<file path="config.mk">
export PLATFORM = sky130hd
export DESIGN_NAME = hs_npu_inference_ctrl_flat
export DESIGN_NICKNAME = d
export VERILOG_FILES = /design/src/rtl/hs_npu_inference_ctrl_if.sv /design/src/rtl/hs_npu_inference_ctrl.sv /design/src/flat_wrapper.sv
export SDC_FILE = /design/constraint.sdc
export NUM_CORES = 1
export LEC_CHECK = 0
export ABC_CLOCK_PERIOD_IN_PS = 4800
export BUFFER_PORTS_ARGS = -buffer_cell sky130_fd_sc_hd__buf_2
export CORE_UTILIZATION = 55
export DETAILED_ROUTE_END_ITERATION = 10
export PLACE_DENSITY = 0.77
export REMOVE_ABC_BUFFERS = 1
export SLEW_MARGIN = 15
export SYNTH_ARGS = -nofsm -noshare
export SYNTH_HDL_FRONTEND = slang
export SYNTH_SLANG_ARGS = --single-unit
</file>
<file path="constraint.sdc">
create_clock -name clk -period 4.8 [get_ports clk]
set_clock_uncertainty 0.1 [all_clocks]
set_input_delay 0.72 -clock clk [delete_from_list [all_inputs] [get_ports clk]]
set_output_delay 0.72 -clock clk [all_outputs]
set_load 0.1 [all_outputs]
</file>
<file path="src/rtl/hs_npu_inference_ctrl_if.sv">
// Handshake bundle between the host/DMA side and the NPU inference sequencer.
// The host drives job requests and datapath events; the sequencer drives strobes and status.
interface hs_npu_inference_ctrl_if;
  logic        start;
  logic        abort;
  logic [31:0] rows;
  logic        reuse_weights;
  logic        weight_push;
  logic        input_push;
  logic        out_valid;
  logic        result_ready;

  logic        flush_input_fifos;
  logic        flush_weight_fifos;
  logic        flush_output_fifos;
  logic        enable_weights;
  logic        bias_en;
  logic        start_input_gatekeeper;
  logic        start_output_gatekeeper;
  logic [31:0] enable_cycles;
  logic        output_fifo_ready;
  logic        output_fifo_reread;
  logic        busy;
  logic        done;
  logic        error;

  modport master (
    output start, abort, rows, reuse_weights, weight_push, input_push,
           out_valid, result_ready,
    input  flush_input_fifos, flush_weight_fifos, flush_output_fifos,
           enable_weights, bias_en, start_input_gatekeeper,
           start_output_gatekeeper, enable_cycles, output_fifo_ready,
           output_fifo_reread, busy, done, error
  );

  modport slave (
    input  start, abort, rows, reuse_weights, weight_push, input_push,
           out_valid, result_ready,
    output flush_input_fifos, flush_weight_fifos, flush_output_fifos,
           enable_weights, bias_en, start_input_gatekeeper,
           start_output_gatekeeper, enable_cycles, output_fifo_ready,
           output_fifo_reread, busy, done, error
  );
endinterface

</file>
<file path="src/rtl/hs_npu_inference_ctrl.sv">
// Job sequencer for the NPU inference datapath: flush, weight/input load tracking,
// latch/gatekeeper strobes, result drain and a stall watchdog. All outputs registered.
module hs_npu_inference_ctrl #(
  parameter int SIZE     = 8,
  parameter int MAX_ROWS = 10,
  parameter int TIMEOUT  = 1024
) (
  input logic                    clk,
  input logic                    rst,
  hs_npu_inference_ctrl_if.slave bus
);

  localparam int WDW = $clog2(TIMEOUT + 1);
  localparam int RCW = $clog2(SIZE + 1);

  typedef enum logic [3:0] {
    IDLE, FLUSH, LOAD_W, LATCH_W, LOAD_IN, RUN, DRAIN, DONE, ABORT
  } state_t;

  state_t         state;
  logic [31:0]    rows_q;
  logic [31:0]    cnt;
  logic           reuse_q;
  logic           w_valid;
  logic [WDW-1:0] wdog;
  logic [RCW-1:0] run_cnt;

  logic        flush_in, flush_w, flush_out;
  logic        en_w, bias, gk_in, gk_out;
  logic        fifo_rdy, busy, done, err;
  logic [31:0] en_cyc;

  logic wait_state, evt, timeout, abort_now;

  assign wait_state = (state == LOAD_W) || (state == LOAD_IN) || (state == DRAIN);
  assign evt        = ((state == LOAD_W)  && bus.weight_push) ||
                      ((state == LOAD_IN) && bus.input_push)  ||
                      ((state == DRAIN)   && bus.out_valid && fifo_rdy);
  assign timeout    = wait_state && !evt && (wdog == WDW'(TIMEOUT - 1));
  // ABORT is already heading home, so a held abort does not re-trigger it.
  assign abort_now  = bus.abort && (state != IDLE) && (state != ABORT);

  always_ff @(posedge clk) begin
    if (rst) begin
      state     <= IDLE;
      rows_q    <= '0;
      cnt       <= '0;
      reuse_q   <= 1'b0;
      w_valid   <= 1'b0;
      wdog      <= '0;
      run_cnt   <= '0;
      flush_in  <= 1'b0;
      flush_w   <= 1'b0;
      flush_out <= 1'b0;
      en_w      <= 1'b0;
      bias      <= 1'b0;
      gk_in     <= 1'b0;
      gk_out    <= 1'b0;
      fifo_rdy  <= 1'b0;
      busy      <= 1'b0;
      done      <= 1'b0;
      err       <= 1'b0;
      en_cyc    <= '0;
    end else begin
      flush_in  <= 1'b0;
      flush_w   <= 1'b0;
      flush_out <= 1'b0;
      en_w      <= 1'b0;
      bias      <= 1'b0;
      gk_in     <= 1'b0;
      gk_out    <= 1'b0;
      fifo_rdy  <= 1'b0;
      done      <= 1'b0;
      err       <= 1'b0;
      // Any progress event or leaving the wait states restarts the stall count.
      wdog      <= (wait_state && !evt) ? wdog + 1'b1 : '0;

      if (abort_now || timeout) begin
        state     <= ABORT;
        err       <= 1'b1;
        flush_in  <= 1'b1;
        flush_w   <= 1'b1;
        flush_out <= 1'b1;
        w_valid   <= 1'b0;
        en_cyc    <= '0;
        cnt       <= '0;
      end else begin
        case (state)
          IDLE: begin
            if (bus.start) begin
              if (bus.rows == '0 || bus.rows > 32'(MAX_ROWS) ||
                  (bus.reuse_weights && !w_valid)) begin
                err <= 1'b1;
              end else begin
                state     <= FLUSH;
                busy      <= 1'b1;
                rows_q    <= bus.rows;
                reuse_q   <= bus.reuse_weights;
                flush_in  <= 1'b1;
                flush_out <= 1'b1;
                flush_w   <= !bus.reuse_weights;
                en_cyc    <= bus.rows + 32'(SIZE - 1);
                if (!bus.reuse_weights) w_valid <= 1'b0;
              end
            end
          end

          FLUSH: begin
            cnt   <= '0;
            state <= reuse_q ? LOAD_IN : LOAD_W;
          end

          LOAD_W: begin
            if (bus.weight_push) begin
              if (cnt == 32'(SIZE - 1)) begin
                state   <= LATCH_W;
                cnt     <= '0;
                en_w    <= 1'b1;
                bias    <= 1'b1;
                w_valid <= 1'b1;
              end else begin
                cnt <= cnt + 32'd1;
              end
            end
          end

          LATCH_W: state <= LOAD_IN;

          LOAD_IN: begin
            if (bus.input_push) begin
              if (cnt == rows_q - 32'd1) begin
                state   <= RUN;
                cnt     <= '0;
                gk_in   <= 1'b1;
                run_cnt <= '0;
              end else begin
                cnt <= cnt + 32'd1;
              end
            end
          end

          // Output gatekeeper fires SIZE cycles after the input one; DRAIN follows it.
          RUN: begin
            run_cnt <= run_cnt + 1'b1;
            if (run_cnt == RCW'(SIZE - 1)) gk_out <= 1'b1;
            if (run_cnt == RCW'(SIZE)) begin
              state    <= DRAIN;
              fifo_rdy <= bus.result_ready;
            end
          end

          DRAIN: begin
            fifo_rdy <= bus.result_ready;
            if (bus.out_valid && fifo_rdy) begin
              if (cnt == rows_q - 32'd1) begin
                state    <= DONE;
                done     <= 1'b1;
                fifo_rdy <= 1'b0;
                en_cyc   <= '0;
                cnt      <= '0;
              end else begin
                cnt <= cnt + 32'd1;
              end
            end
          end

          DONE: begin
            state <= IDLE;
            busy  <= 1'b0;
          end

          ABORT: begin
            state <= IDLE;
            busy  <= 1'b0;
          end

          default: begin
            state <= IDLE;
            busy  <= 1'b0;
          end
        endcase
      end
    end
  end

  assign bus.flush_input_fifos       = flush_in;
  assign bus.flush_weight_fifos      = flush_w;
  assign bus.flush_output_fifos      = flush_out;
  assign bus.enable_weights          = en_w;
  assign bus.bias_en                 = bias;
  assign bus.start_input_gatekeeper  = gk_in;
  assign bus.start_output_gatekeeper = gk_out;
  assign bus.enable_cycles           = en_cyc;
  assign bus.output_fifo_ready       = fifo_rdy;
  assign bus.output_fifo_reread      = 1'b0;
  assign bus.busy                    = busy;
  assign bus.done                    = done;
  assign bus.error                   = err;

endmodule
</file>
<file path="src/flat_wrapper.sv">
// flat-port wrapper written by rule: the top's interface ports become plain ports
module hs_npu_inference_ctrl_flat 
#(
  parameter int SIZE     = 8,
  parameter int MAX_ROWS = 10,
  parameter int TIMEOUT  = 1024
)
  (clk, rst, bus_start, bus_abort, bus_rows, bus_reuse_weights, bus_weight_push, bus_input_push, bus_out_valid, bus_result_ready, bus_flush_input_fifos, bus_flush_weight_fifos, bus_flush_output_fifos, bus_enable_weights, bus_bias_en, bus_start_input_gatekeeper, bus_start_output_gatekeeper, bus_enable_cycles, bus_output_fifo_ready, bus_output_fifo_reread, bus_busy, bus_done, bus_error);
  hs_npu_inference_ctrl_if bus_i ();
  input logic clk;
  input logic rst;
  input wire logic [$bits(bus_i.start)-1:0] bus_start;
  input wire logic [$bits(bus_i.abort)-1:0] bus_abort;
  input wire logic [$bits(bus_i.rows)-1:0] bus_rows;
  input wire logic [$bits(bus_i.reuse_weights)-1:0] bus_reuse_weights;
  input wire logic [$bits(bus_i.weight_push)-1:0] bus_weight_push;
  input wire logic [$bits(bus_i.input_push)-1:0] bus_input_push;
  input wire logic [$bits(bus_i.out_valid)-1:0] bus_out_valid;
  input wire logic [$bits(bus_i.result_ready)-1:0] bus_result_ready;
  output wire logic [$bits(bus_i.flush_input_fifos)-1:0] bus_flush_input_fifos;
  output wire logic [$bits(bus_i.flush_weight_fifos)-1:0] bus_flush_weight_fifos;
  output wire logic [$bits(bus_i.flush_output_fifos)-1:0] bus_flush_output_fifos;
  output wire logic [$bits(bus_i.enable_weights)-1:0] bus_enable_weights;
  output wire logic [$bits(bus_i.bias_en)-1:0] bus_bias_en;
  output wire logic [$bits(bus_i.start_input_gatekeeper)-1:0] bus_start_input_gatekeeper;
  output wire logic [$bits(bus_i.start_output_gatekeeper)-1:0] bus_start_output_gatekeeper;
  output wire logic [$bits(bus_i.enable_cycles)-1:0] bus_enable_cycles;
  output wire logic [$bits(bus_i.output_fifo_ready)-1:0] bus_output_fifo_ready;
  output wire logic [$bits(bus_i.output_fifo_reread)-1:0] bus_output_fifo_reread;
  output wire logic [$bits(bus_i.busy)-1:0] bus_busy;
  output wire logic [$bits(bus_i.done)-1:0] bus_done;
  output wire logic [$bits(bus_i.error)-1:0] bus_error;
  assign bus_i.start = bus_start;
  assign bus_i.abort = bus_abort;
  assign bus_i.rows = bus_rows;
  assign bus_i.reuse_weights = bus_reuse_weights;
  assign bus_i.weight_push = bus_weight_push;
  assign bus_i.input_push = bus_input_push;
  assign bus_i.out_valid = bus_out_valid;
  assign bus_i.result_ready = bus_result_ready;
  assign bus_flush_input_fifos = bus_i.flush_input_fifos;
  assign bus_flush_weight_fifos = bus_i.flush_weight_fifos;
  assign bus_flush_output_fifos = bus_i.flush_output_fifos;
  assign bus_enable_weights = bus_i.enable_weights;
  assign bus_bias_en = bus_i.bias_en;
  assign bus_start_input_gatekeeper = bus_i.start_input_gatekeeper;
  assign bus_start_output_gatekeeper = bus_i.start_output_gatekeeper;
  assign bus_enable_cycles = bus_i.enable_cycles;
  assign bus_output_fifo_ready = bus_i.output_fifo_ready;
  assign bus_output_fifo_reread = bus_i.output_fifo_reread;
  assign bus_busy = bus_i.busy;
  assign bus_done = bus_i.done;
  assign bus_error = bus_i.error;
  hs_npu_inference_ctrl #(.SIZE(SIZE), .MAX_ROWS(MAX_ROWS), .TIMEOUT(TIMEOUT)) u_core (.clk(clk), .rst(rst), .bus(bus_i));
endmodule
</file>
## Word level (Yosys, flattened, before mapping)

Index checks and enable logic that the tools add are counted.

| storage, ports and cells | value |
|---|---|
| register bits | 126 |
| input bits | 41 |
| output and inout bits | 44 |

| operators by class | value |
|---|---|
| add/sub/neg operators | 5 |
| magnitude comparators | 1 |
| eq/ne operators | 31 |
| muxes and demuxes | 54 |
| bitwise operators | 11 |
| reduce and logical (&&, ||, !) cells | 42 |

Operators with widths:

| operator | number |
|---|---|
| two-way mux 32 bit | 9 |
| one-hot mux 32 bit (4 select lines) | 1 |
| one-hot mux 32 bit (2 select lines) | 1 |
| two-way mux 4 bit | 12 |
| adder 32 x 1 -> 32 bit, second input constant | 1 |
| adder 32 x 3 -> 32 bit, second input constant | 1 |
| equality test 32 x 3 -> 1 bit, second input constant | 1 |
| equality test 32 bit | 1 |
| > comparator 32 x 4 -> 1 bit, second input constant | 1 |
| logical NOT 32 bit | 1 |
| subtractor 32 x 1 -> 32 bit, second input constant | 1 |
| one-hot mux 4 bit (7 select lines) | 1 |
| two-way mux 1 bit | 25 |
| inequality test 2 bit, second input constant | 9 |
| inequality test 3 bit, second input constant | 6 |
| AND reduction 9 bit | 2 |
| equality test 4 x 3 -> 1 bit, second input constant | 4 |
| AND reduction 4 bit | 4 |
| OR reduction 4 bit | 3 |
| adder 11 x 1 -> 11 bit, second input constant | 1 |
| equality test 11 x 10 -> 1 bit, second input constant | 1 |
| inverter 1 bit | 11 |
| logical AND 1 bit | 10 |
| equality test 4 x 2 -> 1 bit, second input constant | 2 |
| 20 further kinds | 35 |

## Depth between registers and ports, before layout

Gate-level depths: netlist (run 1).

| logic depth | value |
|---|---|
| depth in word-level cells | 10 |
| mapped depth | 14 |
| gate-level depth less buffers | 11 |

## Least setup slack after synthesis (run 1)

Ideal clock, no wire load.

| path | value |
|---|---|
| path kind | reg-to-reg |
| from | reg u_core.rows_q[0] |
| to | reg u_core.cnt[24] |
| arrival | 3289 ps |
| required time | 4586 ps |
| slack | 1297 ps |
| cell stages (with the launch flop) | 15 |
| path buffers | 3 |
| period minus slack after synthesis | 3503 ps |
| cells stage by stage | dfxtp_1 > inv_1 > ha_1 > or3b_1 > clkbuf_1 > or4_1 > a2111oi_1 > o2111ai_1 > nor4_1 > and4b_1 > buf_6 > o21a_4 > buf_6 > o21ai_0 > a21o_1 |

| on the way | value |
|---|---|
| longest elaborated chain between the ends | 5 |
| elaborated cells between the ends (all ways) | 6 |
| classes of those cells | add/sub (1); eq/ne (1); mux (4) |

Ends and longest elaborated chain:

| element | RTL line | source |
|---|---|---|
| start, declared | hs_npu_inference_ctrl.sv:21 | `logic [31:0] rows_q;` |
| start signal, assigned | hs_npu_inference_ctrl.sv:97 | `rows_q <= bus.rows;` |
| subtractor 32 x 1 -> 32 bit (*) | hs_npu_inference_ctrl.sv:131, hs_npu_inference_ctrl.sv:155 |  |
| equality test 32 bit (*) | hs_npu_inference_ctrl.sv:131, hs_npu_inference_ctrl.sv:155 |  |
| two-way mux 32 bit (*) | hs_npu_inference_ctrl.sv:131, hs_npu_inference_ctrl.sv:155 |  |
| two-way mux 32 bit, on equally long branches | hs_npu_inference_ctrl.sv:154, hs_npu_inference_ctrl.sv:130 |  |
| one-hot mux 32 bit (4 select lines) (*) | hs_npu_inference_ctrl.sv:88 | `case (state)` |
| end signal, assigned | hs_npu_inference_ctrl.sv:122 | `cnt <= cnt + 32'd1;` |
| end signal, assigned | hs_npu_inference_ctrl.sv:137 | `cnt <= cnt + 32'd1;` |
| end signal, assigned | hs_npu_inference_ctrl.sv:162 | `cnt <= cnt + 32'd1;` |
| end, declared | hs_npu_inference_ctrl.sv:22 | `logic [31:0] cnt;` |

Every way passes the cells marked *; elsewhere a longest branch is shown, timed or not. The select of a mux whose other input is x is not followed.
A chain may end at the register's enable or synchronous reset.

## Worst setup path in the final report (run 1)

| path | value |
|---|---|
| from | reg u_core.rows_q[0] |
| to | reg u_core.cnt[5] |

The elaborated chain is that of the path after synthesis.

==> reports/results.ini, run 1 <==
[run_status]
status=complete, no violations

[synthesis]
yosysWarningCount=0
synthCells=755
synthMuxAreaShare=0.0128
synth-simple-area-share=0.330
synthFlopType=dfxtp_1
synth_xor_area_frac=0.0756
yosysSeqAreaShare=0.396
avgSynthCellArea_um2=8.44
yosysTopAreaCellShare=0.396
synthAdderAreaFrac=0.0137
yosys.area.top_type=dfxtp_1
yosysUniqueCellTypes=68
synth-edff-count=0
synth_top_family_by_area=simple AND/OR/NAND/NOR gates
post-synth-top-count-cell=dfxtp_1
synthArstFlopShare=0
netlist_top_cells_count=126 x dfxtp_1, 61 x and2_1, 57 x nor2_1, 50 x nand2_1, 37 x nand3_1
ys_ff_latch=126
syn_area_um2=6370
synth_compound_area_frac=0.130
synthTopCellsByArea=dfxtp_1 40%, and2_1 6.0%, xnor2_1 4.8%, nor2_1 3.4%, nand2_1 2.9%

[clock_network]
cts_tree=done
htreeDepth=4
holdBufCountCts=0
ctsResizeCount=0
numCtsBuffers=17
root_buffer=clkbuf_16
clock_latency_ns=0.42
cts.path.max_buffers=2
postCtsSetupRepairBufs=0
clock_sinks=126
clk_pin_slew_worst_paths_ns=0.06

[worst_setup_path]
cp_num_buf_inv=1
crit_type=reg2reg
critical_path.max_fanout=32
start_kind=flop
reg2regPathDepth=11
worstSetupEndpoint=u_core.cnt[5]
reg2reg_slack_ns=0.53
r2r_start=u_core.rows_q[0]
crit_family=simple AND/OR/NAND/NOR gates
crit_chain=inv_1 > ha_1 > or3b_1 > or4_1 > a2111oi_1 > o2111ai_1 > nor4_1 > and4b_1 > o21a_4 > o21ai_0 > a21o_1
reg2reg_to=u_core.cnt[5]
crit_arrival_ns=4.48
crit_path_max_incr_delay_ns=0.56
critical_path_cell_count=11
cp-end-kind=flop
cp_data_required_time_ns=5.01
startpoint=u_core.rows_q[0]
cpMaxStageDelayCell=a2111oi_1

[grt]
grt_usage=0.284
grt_max_degree=33
overflow=0
grt_pass1_wl_mm=26.2
grt_pass1_vias=5254
antenna_found_initial=0

[detailed_routing]
avgRoutedWirePerCell_um=16.5
ant_nets=0
num_vias=5822
drt-pass1-iter-count=5
drtIter0Drc=631
route.detailed.drc=0
routed_via_density=5.99
routed_wl_mm=16.0

[run]
maxCapViolations=0

[timing]
final_hold_viol_count=0
fin_crit_ns=4.27
setup_viol=0
worst_slew_pin_slew_ns=0.770
rsz0062_at_grt=false
drv_slew=0
fin_setup_tns_ns=0
fin_crit_sh=0.889
max_freq_mhz=234
slew_headroom=0.482

[die]
start_util=0.575
die_y_um=110
core_area_um2=11100
num_io_pins=85
rows=38
dieArea_um2=12000
die_w_um=110

[cells_and_area]
fin_cells=972
drive_above_1_share=0.167
antenna_cells=0
area_delta_synth_final_pct=15.9
fin_nets=867

[power_and_ir_drop]
p_leak_nw=3.05
vdd_drop_max_uv=471
powerDensity_nw_per_um2=322

[placed_design]
place_congestion=0.975
port_buffers=83
dp_hpwl_mm=11.8
place_inst=940

[min_path]
min_path_type=reg2reg

[cells by family (layout without fill, tap and decap cells)]
| logic type | Yosys count | count (layout) |
|---|---|---|
| compound gates | 123 | 123 |
| xor+xnor | 55 | 55 |
| fa+ha+maj | 7 | 7 |
| buf+inv | 59 | 136 |
| flops | 126 | 126 |
| mux | 8 | 8 |
| other cells | 1 | 1 |
| simple gates | 376 | 376 |
[routing by layer]
metal / vias up / GRT usage / part of all wire
met1: 2737 / 0.385 / 0.45
met4: 0 / 0.0971 / 0.015
met5: - / 0 / 0
met2: 208 / 0.441 / 0.47
li1: 2848 / - / -
met3: 29 / 0.0699 / 0.067
[cell type report]
type | instances | area (um2)
fill | 909 | 3700
multi-input combinational | 570 | 3580
sequential | 126 | 2520
timing repair buffer | 87 | 445
clock buffer | 17 | 425
tap | 140 | 175
clock inverter | 15 | 165
inverter | 17 | 63.8
[state kept, by name, summed over array words and instances, names as in the netlist]
signal and count:
u_core.bus.output_fifo_ready 1, u_core.w_valid 1, u_core.run_cnt 4, u_core.bus.error 1, u_core.state 4, u_core.bus.start_input_gatekeeper 1
u_core.bus.enable_weights 1, u_core.reuse_q 1, u_core.bus.busy 1, u_core.rows_q 32, u_core.bus.start_output_gatekeeper 1, u_core.bus.done 1
u_core.bus.flush_output_fifos 1, u_core.cnt 32, u_core.bus.flush_weight_fifos 1, u_core.wdog 11, u_core.bus.enable_cycles 32
[how the worst min path moves through the flow]
| stage | end | slack [ns] | from | cells after the start |
|---|---|---|---|---|
| final | u_core.bus.enable_cycles[20] | 0.35 | u_core.bus.enable_cycles[20] | 1 |
| after global routing | u_core.bus.enable_cycles[29] | 0.37 | u_core.bus.enable_cycles[29] | 1 |
| after CTS | u_core.bus.enable_cycles[21] | 0.36 | u_core.bus.enable_cycles[21] | 1 |
| after detailed placement | u_core.bus.enable_cycles[29] | 0.34 | u_core.bus.enable_cycles[29] | 1 |
| after global placement | u_core.bus.enable_cycles[4] | 0.33 | u_core.bus.enable_cycles[4] | 2 |
| after floorplan | u_core.wdog[0] | 0.33 | u_core.wdog[0] | 1 |
[report_power, final]
group / internal [W] / leakage (nW) / switching (W) / total, W
clock network: 0.000738 / 0.291 / 0.000531 / 0.00127
logic: 0.0000221 / 1.74 / 0.0000396 / 0.0000617
registers: 0.00105 / 1.01 / 0.00000222 / 0.00105
total: 0.00181 / 3.05 / 0.000573 / 0.00238
[stage by stage]
stage	power [W]	util	hold WS [ns]	cell area, um2	worst slack (ns)
floorplan	0.00110	-	0.330	6170	1.22
global placement	0.00113	0.613	0.332	6790	0.840
detailed placement	0.00113	0.613	0.338	6790	0.616
CTS	0.00240	0.666	0.360	7380	0.567
global route	0.00246	0.666	0.373	7380	0.322
finish	0.00238	0.666	0.355	7380	0.532
[cells in the final DEF (no fill, tap or decap), types with 5 or more instances in the layout]
| cell | netlist | final |
|---|---|---|
| or3_1 | 16 | 16 |
| a21o_1 | 15 | 15 |
| dfxtp_1 | 126 | 126 |
| nand4_1 | 14 | 14 |
| a21oi_1 | 24 | 24 |
| xnor2_1 | 35 | 35 |
| nand3_1 | 37 | 37 |
| mux2i_1 | 7 | 7 |
| ha_1 | 7 | 7 |
| o31ai_1 | 6 | 6 |
| nand3b_1 | 11 | 11 |
| nor4_1 | 30 | 30 |
| nand2_1 | 50 | 50 |
| inv_6 | 0 | 8 |
| xor2_1 | 20 | 20 |
| nand2b_1 | 9 | 9 |
| buf_2 | 3 | 83 |
| nor3_1 | 30 | 30 |
| nor2b_1 | 5 | 5 |
| nor2_1 | 57 | 57 |
| nor3b_1 | 8 | 8 |
| and3_1 | 13 | 13 |
| o21ai_0 | 28 | 28 |
| and2_1 | 61 | 61 |
| clkbuf_16 | 0 | 17 |
| or2_2 | 6 | 6 |
| a31oi_1 | 5 | 5 |
| inv_1 | 17 | 17 |
| or4_1 | 11 | 11 |
[worst reg2reg max path, delay by kind of cell, from the launching register on]
kind                       cells  cell delay, ns
AOI/OAI and AO/OA              5            1.52
adders and majority gates      1            0.23
buffers and inverters          1            0.08
DFF                            1            0.36
and+or+nand+nor                4            1.87
(Power assumes the default switching activity.)
==> run 2, diff against run 1 <==
--- a/config.mk
+++ b/config.mk
@@ -5,11 +5,12 @@
 export SDC_FILE = /design/constraint.sdc
 export NUM_CORES = 1
 export LEC_CHECK = 0
+export ABC_AREA = 1
 export ABC_CLOCK_PERIOD_IN_PS = 4800
 export BUFFER_PORTS_ARGS = -buffer_cell sky130_fd_sc_hd__buf_2
 export CORE_UTILIZATION = 55
 export DETAILED_ROUTE_END_ITERATION = 10
-export PLACE_DENSITY = 0.77
+export PLACE_DENSITY = 0.76
 export REMOVE_ABC_BUFFERS = 1
 export SLEW_MARGIN = 15
 export SYNTH_ARGS = -nofsm -noshare
==> reports/results.ini, run 2 <==
[worst_setup_path]
start_kind=flop
cp_num_buf_inv=4  ; +3
cp-end-kind=flop
crit_arrival_ns=3.66  ; -0.82 ns
critical_path.max_fanout=46  ; +44%
crit_path_max_incr_delay_ns=0.74  ; +0.18 ns
crit_chain=nor2_2 > nand2_1 > inv_1 > nor2_1 > nand2_1 > nand2_1 > nor2_4 > nor2_2 > nand2_1 > nand2_1 > inv_2 > nand2_4 > inv_2 > nand3_1 > inv_1
crit_top_cell=nand2_1
cp_data_required_time_ns=5.01  ; about the same
crit_family=simple AND/OR/NAND/NOR gates
crit_type=reg2reg
cpMaxStageDelayCell=nor2_1

[synthesis]
avgSynthCellArea_um2=6.59  ; -22%
netlist_top_cells_count=247 x nand2_1, 170 x inv_1, 130 x nor2_1, 126 x dfxtp_1, 124 x nand3_1
synthTopCellsByArea=dfxtp_1 34%, nand2_1 12%, inv_1 8.5%, nand3_1 8.3%, nor2_1 6.5%
yosysTopAreaCellShare=0.336  ; -0.0598
yosysWarningCount=0  ; unchanged
synth-edff-count=0  ; unchanged
synthCells=1138  ; +51%
post-synth-top-count-cell=nand2_1
syn_area_um2=7500  ; +18%
yosysSeqAreaShare=0.336  ; -0.0598
yosys.area.top_type=dfxtp_1
synthArstFlopShare=0  ; unchanged
ys_ff_latch=126  ; unchanged
yosysUniqueCellTypes=45  ; -34%
synthFlopType=dfxtp_1

[power_and_ir_drop]
p_leak_nw=4.38  ; +44%
powerDensity_nw_per_um2=348  ; +7.9%
finalPower_w=0.00296  ; +24%
vdd_drop_max_uv=427  ; -9.3%

[clock_network]
clock_latency_ns=0.42  ; about the same
clk_pin_slew_worst_paths_ns=0.06  ; about the same
holdBufCountCts=0  ; unchanged
numCtsBuffers=17  ; unchanged
root_buffer=clkbuf_16
htreeDepth=4  ; unchanged
cts.path.max_buffers=2  ; unchanged
ctsResizeCount=0  ; unchanged
clock_sinks=126  ; unchanged
cts_tree=done
postCtsSetupRepairBufs=0  ; unchanged

[detailed_routing]
routed_wl_mm=18.8  ; +17%
route.detailed.drc=0  ; unchanged
drt-pass1-iter-count=5  ; unchanged
routed_via_density=5.23  ; -13%
drtIter0Drc=640  ; +1.4%
num_vias=7228  ; +24%
ant_nets=0  ; unchanged
avgRoutedWirePerCell_um=13.6  ; -18%

[die]
dieArea_um2=14100  ; +17%
num_io_pins=85  ; unchanged
die_w_um=119  ; +8.4%
die_y_um=119  ; +8.4%
start_util=0.564  ; -0.0107
rows=42  ; +11%
core_area_um2=13300  ; +20%

[placed_design]
place_congestion=0.920  ; -5.6%
port_buffers=83  ; unchanged
place_inst=1351  ; +44%
pre_cts_slack_ns=1.26  ; +0.644 ns
dp_hpwl_mm=13.8  ; +17%

[cells_and_area]
fillerInstances=1241  ; +37%
final_common_cell=nand2_1
fin_nets=1242  ; +43%
area_delta_synth_final_pct=13.4
fin_cells=1383  ; +42%
final_cell_mix=247 x nand2_1, 170 x inv_1, 130 x nor2_1
antenna_cells=0  ; unchanged
drive_above_1_share=0.132  ; -0.0353
final_util=0.640  ; -0.0265

[timing]
worst_slew_pin_slew_ns=1.14  ; +0.372 ns
drv_slew=0  ; unchanged
setup_slack_ns=1.35  ; +0.819 ns
fin_crit_ns=3.45  ; -0.819 ns
setup_viol=0  ; unchanged
fin_setup_tns_ns=0  ; unchanged
max_freq_mhz=290  ; +24%
rsz0062_at_grt=false
final_hold_viol_count=0  ; unchanged
fin_crit_sh=0.719  ; -0.171
slew_headroom=0.234  ; -0.248

[grt]
grt_usage=0.280  ; -0.00418
overflow=0  ; unchanged
grt_max_degree=47  ; +42%
antenna_found_initial=0  ; unchanged
grt_pass1_wl_mm=31.6  ; +21%
grt_pass1_vias=6613  ; +26%

[run_status]
status=complete, no violations

[min_path]
min_path_type=reg2reg

[run]
maxCapViolations=0  ; unchanged

## run 2: kinds of logic after synthesis
| kind of cell | Yosys count | share of synthesized area |
|---|---|---|
| AOI/OAI and AO/OA | 80 | 0.0567 |
| xor gates and xnor gates | 70 | 0.0817 |
| adders and majority gates | 7 | 0.0117 |
| buffers and inverters | 227 | 0.122 |
| DFF | 126 | 0.336 |
| other | 1 | 0.000500 |
| and+or+nand+nor | 627 | 0.391 |
## run 2: metal layers
| metal | vias up | track usage | wire length [um] |
|---|---|---|---|
| li1 | 3697 | - | - |
| met1 | 3252 | 0.367 | 8720 |
| met2 | 232 | 0.447 | 8360 |
| met3 | 47 | 0.0574 | 1150 |
| met4 | 0 | 0.116 | 565 |
| met5 | - | 0 | 0 |
## run 2: cell type report
cell class,instances,area (um2),area share
inverter,179,672,0.0790
tap,176,220,0.0259
clock inverter,13,155,0.0182
multi-input combinational,785,4060,0.478
timing repair buffer,85,430,0.0506
sequential,126,2520,0.297
clock buffer,19,443,0.0521
## run 2: stage by stage
| step | cell area [um2] | hold slack [ns] |
|---|---|---|
| finish | 8510 | 0.332 |
| floorplan | 7260 | 0.318 |
| detailed placement | 7910 | 0.325 |
| CTS | 8510 | 0.335 |
| global route | 8510 | 0.359 |
| global placement | 7910 | 0.324 |
## run 2: path summary, 6_finish.rpt
check | endpoint | start | depth (start not counted) | slack [ns]
worst max-delay path | u_core.bus.enable_cycles[12] | u_core.state[0] | 15 | 1.35
worst min-delay path | u_core.bus.enable_cycles[24] | u_core.bus.enable_cycles[24] | 2 | 0.33
worst max register to register | u_core.bus.enable_cycles[12] | u_core.state[0] | 15 | 1.35
worst min register to register | u_core.bus.enable_cycles[24] | u_core.bus.enable_cycles[24] | 2 | 0.33
## run 2: worst register-to-register path: stages (launching register included)
cell and delay (ns):
dfxtp_1 0.41, nor2_2 0.07, nand2_1 0.08, inv_1 0.11, nor2_1 0.74, nand2_1 0.10, nand2_1 0.15, nor2_4 0.11
nor2_2 0.11, nand2_1 0.07, nand2_1 0.13, inv_2 0.10, nand2_4 0.42, inv_2 0.37, nand3_1 0.22, inv_1 0.06
## run 2: report_power, final
| group | internal, W | total, W | switching, W |
|---|---|---|---|
| combinational | 0.000131 | 0.000555 | 0.000424 |
| clock | 0.000790 | 0.00130 | 0.000510 |
| sequential | 0.00107 | 0.00111 | 0.0000320 |
| total | 0.00199 | 0.00296 | 0.000966 |
==> run 3, diff against run 2 <==
--- a/config.mk
+++ b/config.mk
@@ -5,10 +5,10 @@
 export SDC_FILE = /design/constraint.sdc
 export NUM_CORES = 1
 export LEC_CHECK = 0
-export ABC_AREA = 1
-export ABC_CLOCK_PERIOD_IN_PS = 4800
+export ABC_AREA = 0
+export ABC_CLOCK_PERIOD_IN_PS = 3150
 export BUFFER_PORTS_ARGS = -buffer_cell sky130_fd_sc_hd__buf_2
-export CORE_UTILIZATION = 55
+export CORE_UTILIZATION = 52
 export DETAILED_ROUTE_END_ITERATION = 10
 export PLACE_DENSITY = 0.76
 export REMOVE_ABC_BUFFERS = 1
==> constraint.sdc (replaced) <==
create_clock -name clk -period 3.15 [get_ports clk]
set_clock_uncertainty 0.1 [all_clocks]
set_input_delay 0.4725 -clock clk [delete_from_list [all_inputs] [get_ports clk]]
set_output_delay 0.4725 -clock clk [all_outputs]
set_load 0.1 [all_outputs]
==> reports/results.ini, run 3 (same netlist as run 1, synthesis figures left out) <==
[grt]
grt_max_degree=33  ; -30%
grt_usage=0.293  ; +0.0132
antenna_found_initial=0  ; unchanged
overflow=0  ; unchanged
grt_pass1_wl_mm=29.2  ; -7.5%
grt_pass1_vias=6159  ; -6.9%

[die]
rows=40  ; -4.8%
dieArea_um2=12700  ; -10%
die_y_um=113  ; -5.1%
core_area_um2=12000  ; -10%
num_io_pins=85  ; unchanged
die_w_um=113  ; -5.1%
start_util=0.533  ; -0.0317

[placed_design]
dp_hpwl_mm=12.9  ; -6.1%
port_buffers=83  ; unchanged
place_congestion=0.978  ; +6.2%
pre_cts_slack_ns=-0.467  ; -1.73 ns
place_inst=1013  ; -25%

[clock_network]
cts.path.max_buffers=2  ; unchanged
cts_tree=done
root_buffer=clkbuf_16
clock_latency_ns=0.42  ; about the same
numCtsBuffers=17  ; unchanged
clk_pin_slew_worst_paths_ns=0.06  ; about the same
clock_sinks=126  ; unchanged
htreeDepth=4  ; unchanged

[cells_and_area]
final_util=0.693  ; +0.0529
fin_cells=1057  ; -24%
area_delta_synth_final_pct=30.1
final_cell_mix=124 x dfxtp_1, 83 x buf_2, 71 x buf_4
multi_input_comb_area_um2=3880  ; -4.5%
antenna_cells=0  ; unchanged
drive_above_1_share=0.284  ; +0.152
fillerInstances=892  ; -28%
final_common_cell=dfxtp_1
fin_nets=945  ; -24%
seq_area_um2=2520  ; about the same

[detailed_routing]
drtIter0Drc=723  ; +13%
num_vias=6400  ; -11%
avgRoutedWirePerCell_um=17.6  ; +30%
ant_nets=0  ; unchanged
routed_via_density=6.05  ; +16%
drt-pass1-iter-count=5  ; unchanged
routed_wl_mm=18.6  ; -0.85%
route.detailed.drc=0  ; unchanged

[worst_setup_path]
crit_type=reg2reg
cp-end-kind=flop
critical_path.max_fanout=8  ; -83%
cp_data_required_time_ns=3.41  ; -1.60 ns
crit_arrival_ns=3.65  ; about the same
start_kind=flop

[timing]
setup_viol=70  ; +70
max_freq_mhz=295  ; +1.8%
drv_slew=0  ; unchanged
final_hold_viol_count=0  ; unchanged
slew_headroom=0.455  ; +0.221
fin_crit_sh=1.08  ; +0.357
fin_crit_ns=3.39  ; -0.0621 ns
worst_slew_pin_slew_ns=0.813  ; -0.330 ns
rsz0062_at_grt=true
setup_slack_ns=-0.238  ; -1.59 ns

[power_and_ir_drop]
vdd_drop_max_uv=392  ; -8.1%
powerDensity_nw_per_um2=438  ; +26%
finalPower_w=0.00363  ; +23%
p_leak_nw=3.50  ; -20%

[run_status]
status=complete, but fails checks
violations=setup timing

[run]
maxCapViolations=0  ; unchanged

[min_path]
min_path_type=in2reg

## run 3: critical path, cell delays in order, from the launching register on
cell,delay (ns)
dfxtp_2,0.32
or4_4,0.53
or4_4,0.54
o41ai_2,0.31
a211oi_1,0.12
o22ai_1,0.23
and4b_2,0.34
buf_6,0.14
o21a_4,0.23
or3_1,0.37
nand3_2,0.09
## run 3: per-stage QoR
step           cell area (um2)  hold slack [ns]  setup TNS (ns)
6_report                  8290            0.183          -12.68
3_3_place_gp              7310            0.332          -18.60
4_1_cts                   8030            0.166           -7.89
3_5_place_dp              7310            0.338          -23.57
5_1_grt                   8290            0.164          -20.37
2_1_floorplan             6170            0.330          -23.80
## run 3: where the power goes
| part | switching, W | internal [W] | leakage [nW] |
|---|---|---|---|
| sequential | 0.00000344 | 0.00160 | 1.02 |
| combinational | 0.0000671 | 0.0000407 | 2.21 |
| clock | 0.000733 | 0.00118 | 0.279 |
## run 3: repair_timing
item	4_1_cts	5_1_grt
cloned	2	2
hold buffers	0	0
endpoints found under the setup margin	72	72
pin swaps	8	18
resized for setup	18	56
buffers inserted	3	5
## run 3: final cells by class
class / count / area share
repair buffers: 162 / 0.126
inverters: 17 / 0.00770
multi-input cells: 573 / 0.469
clock buffers: 19 / 0.0535
flip-flops and latches: 126 / 0.305
well taps: 147 / 0.0222
clock inverters: 13 / 0.0171
## run 3: worst paths after layout
| path | startpoint | endpoint | slack (ns) | cells past startpoint |
|---|---|---|---|---|
| worst max-delay path | u_core.rows_q[17] | u_core.cnt[23] | -0.24 | 10 |
| worst min-delay path | bus_rows[0] | u_core.bus.enable_cycles[0] | 0.18 | 2 |
| worst max register to register | u_core.rows_q[17] | u_core.cnt[23] | -0.24 | 10 |
| worst min register to register | u_core.bus.enable_cycles[10] | u_core.bus.enable_cycles[10] | 0.35 | 1 |
## run 3: per-layer routing
metal / vias up / share of wire / track usage
li1: 3004 / - / -
met2: 293 / 0.49 / 0.484
met1: 3026 / 0.40 / 0.338
met3: 77 / 0.072 / 0.0869
met4: 0 / 0.042 / 0.173
met5: - / 0 / 0
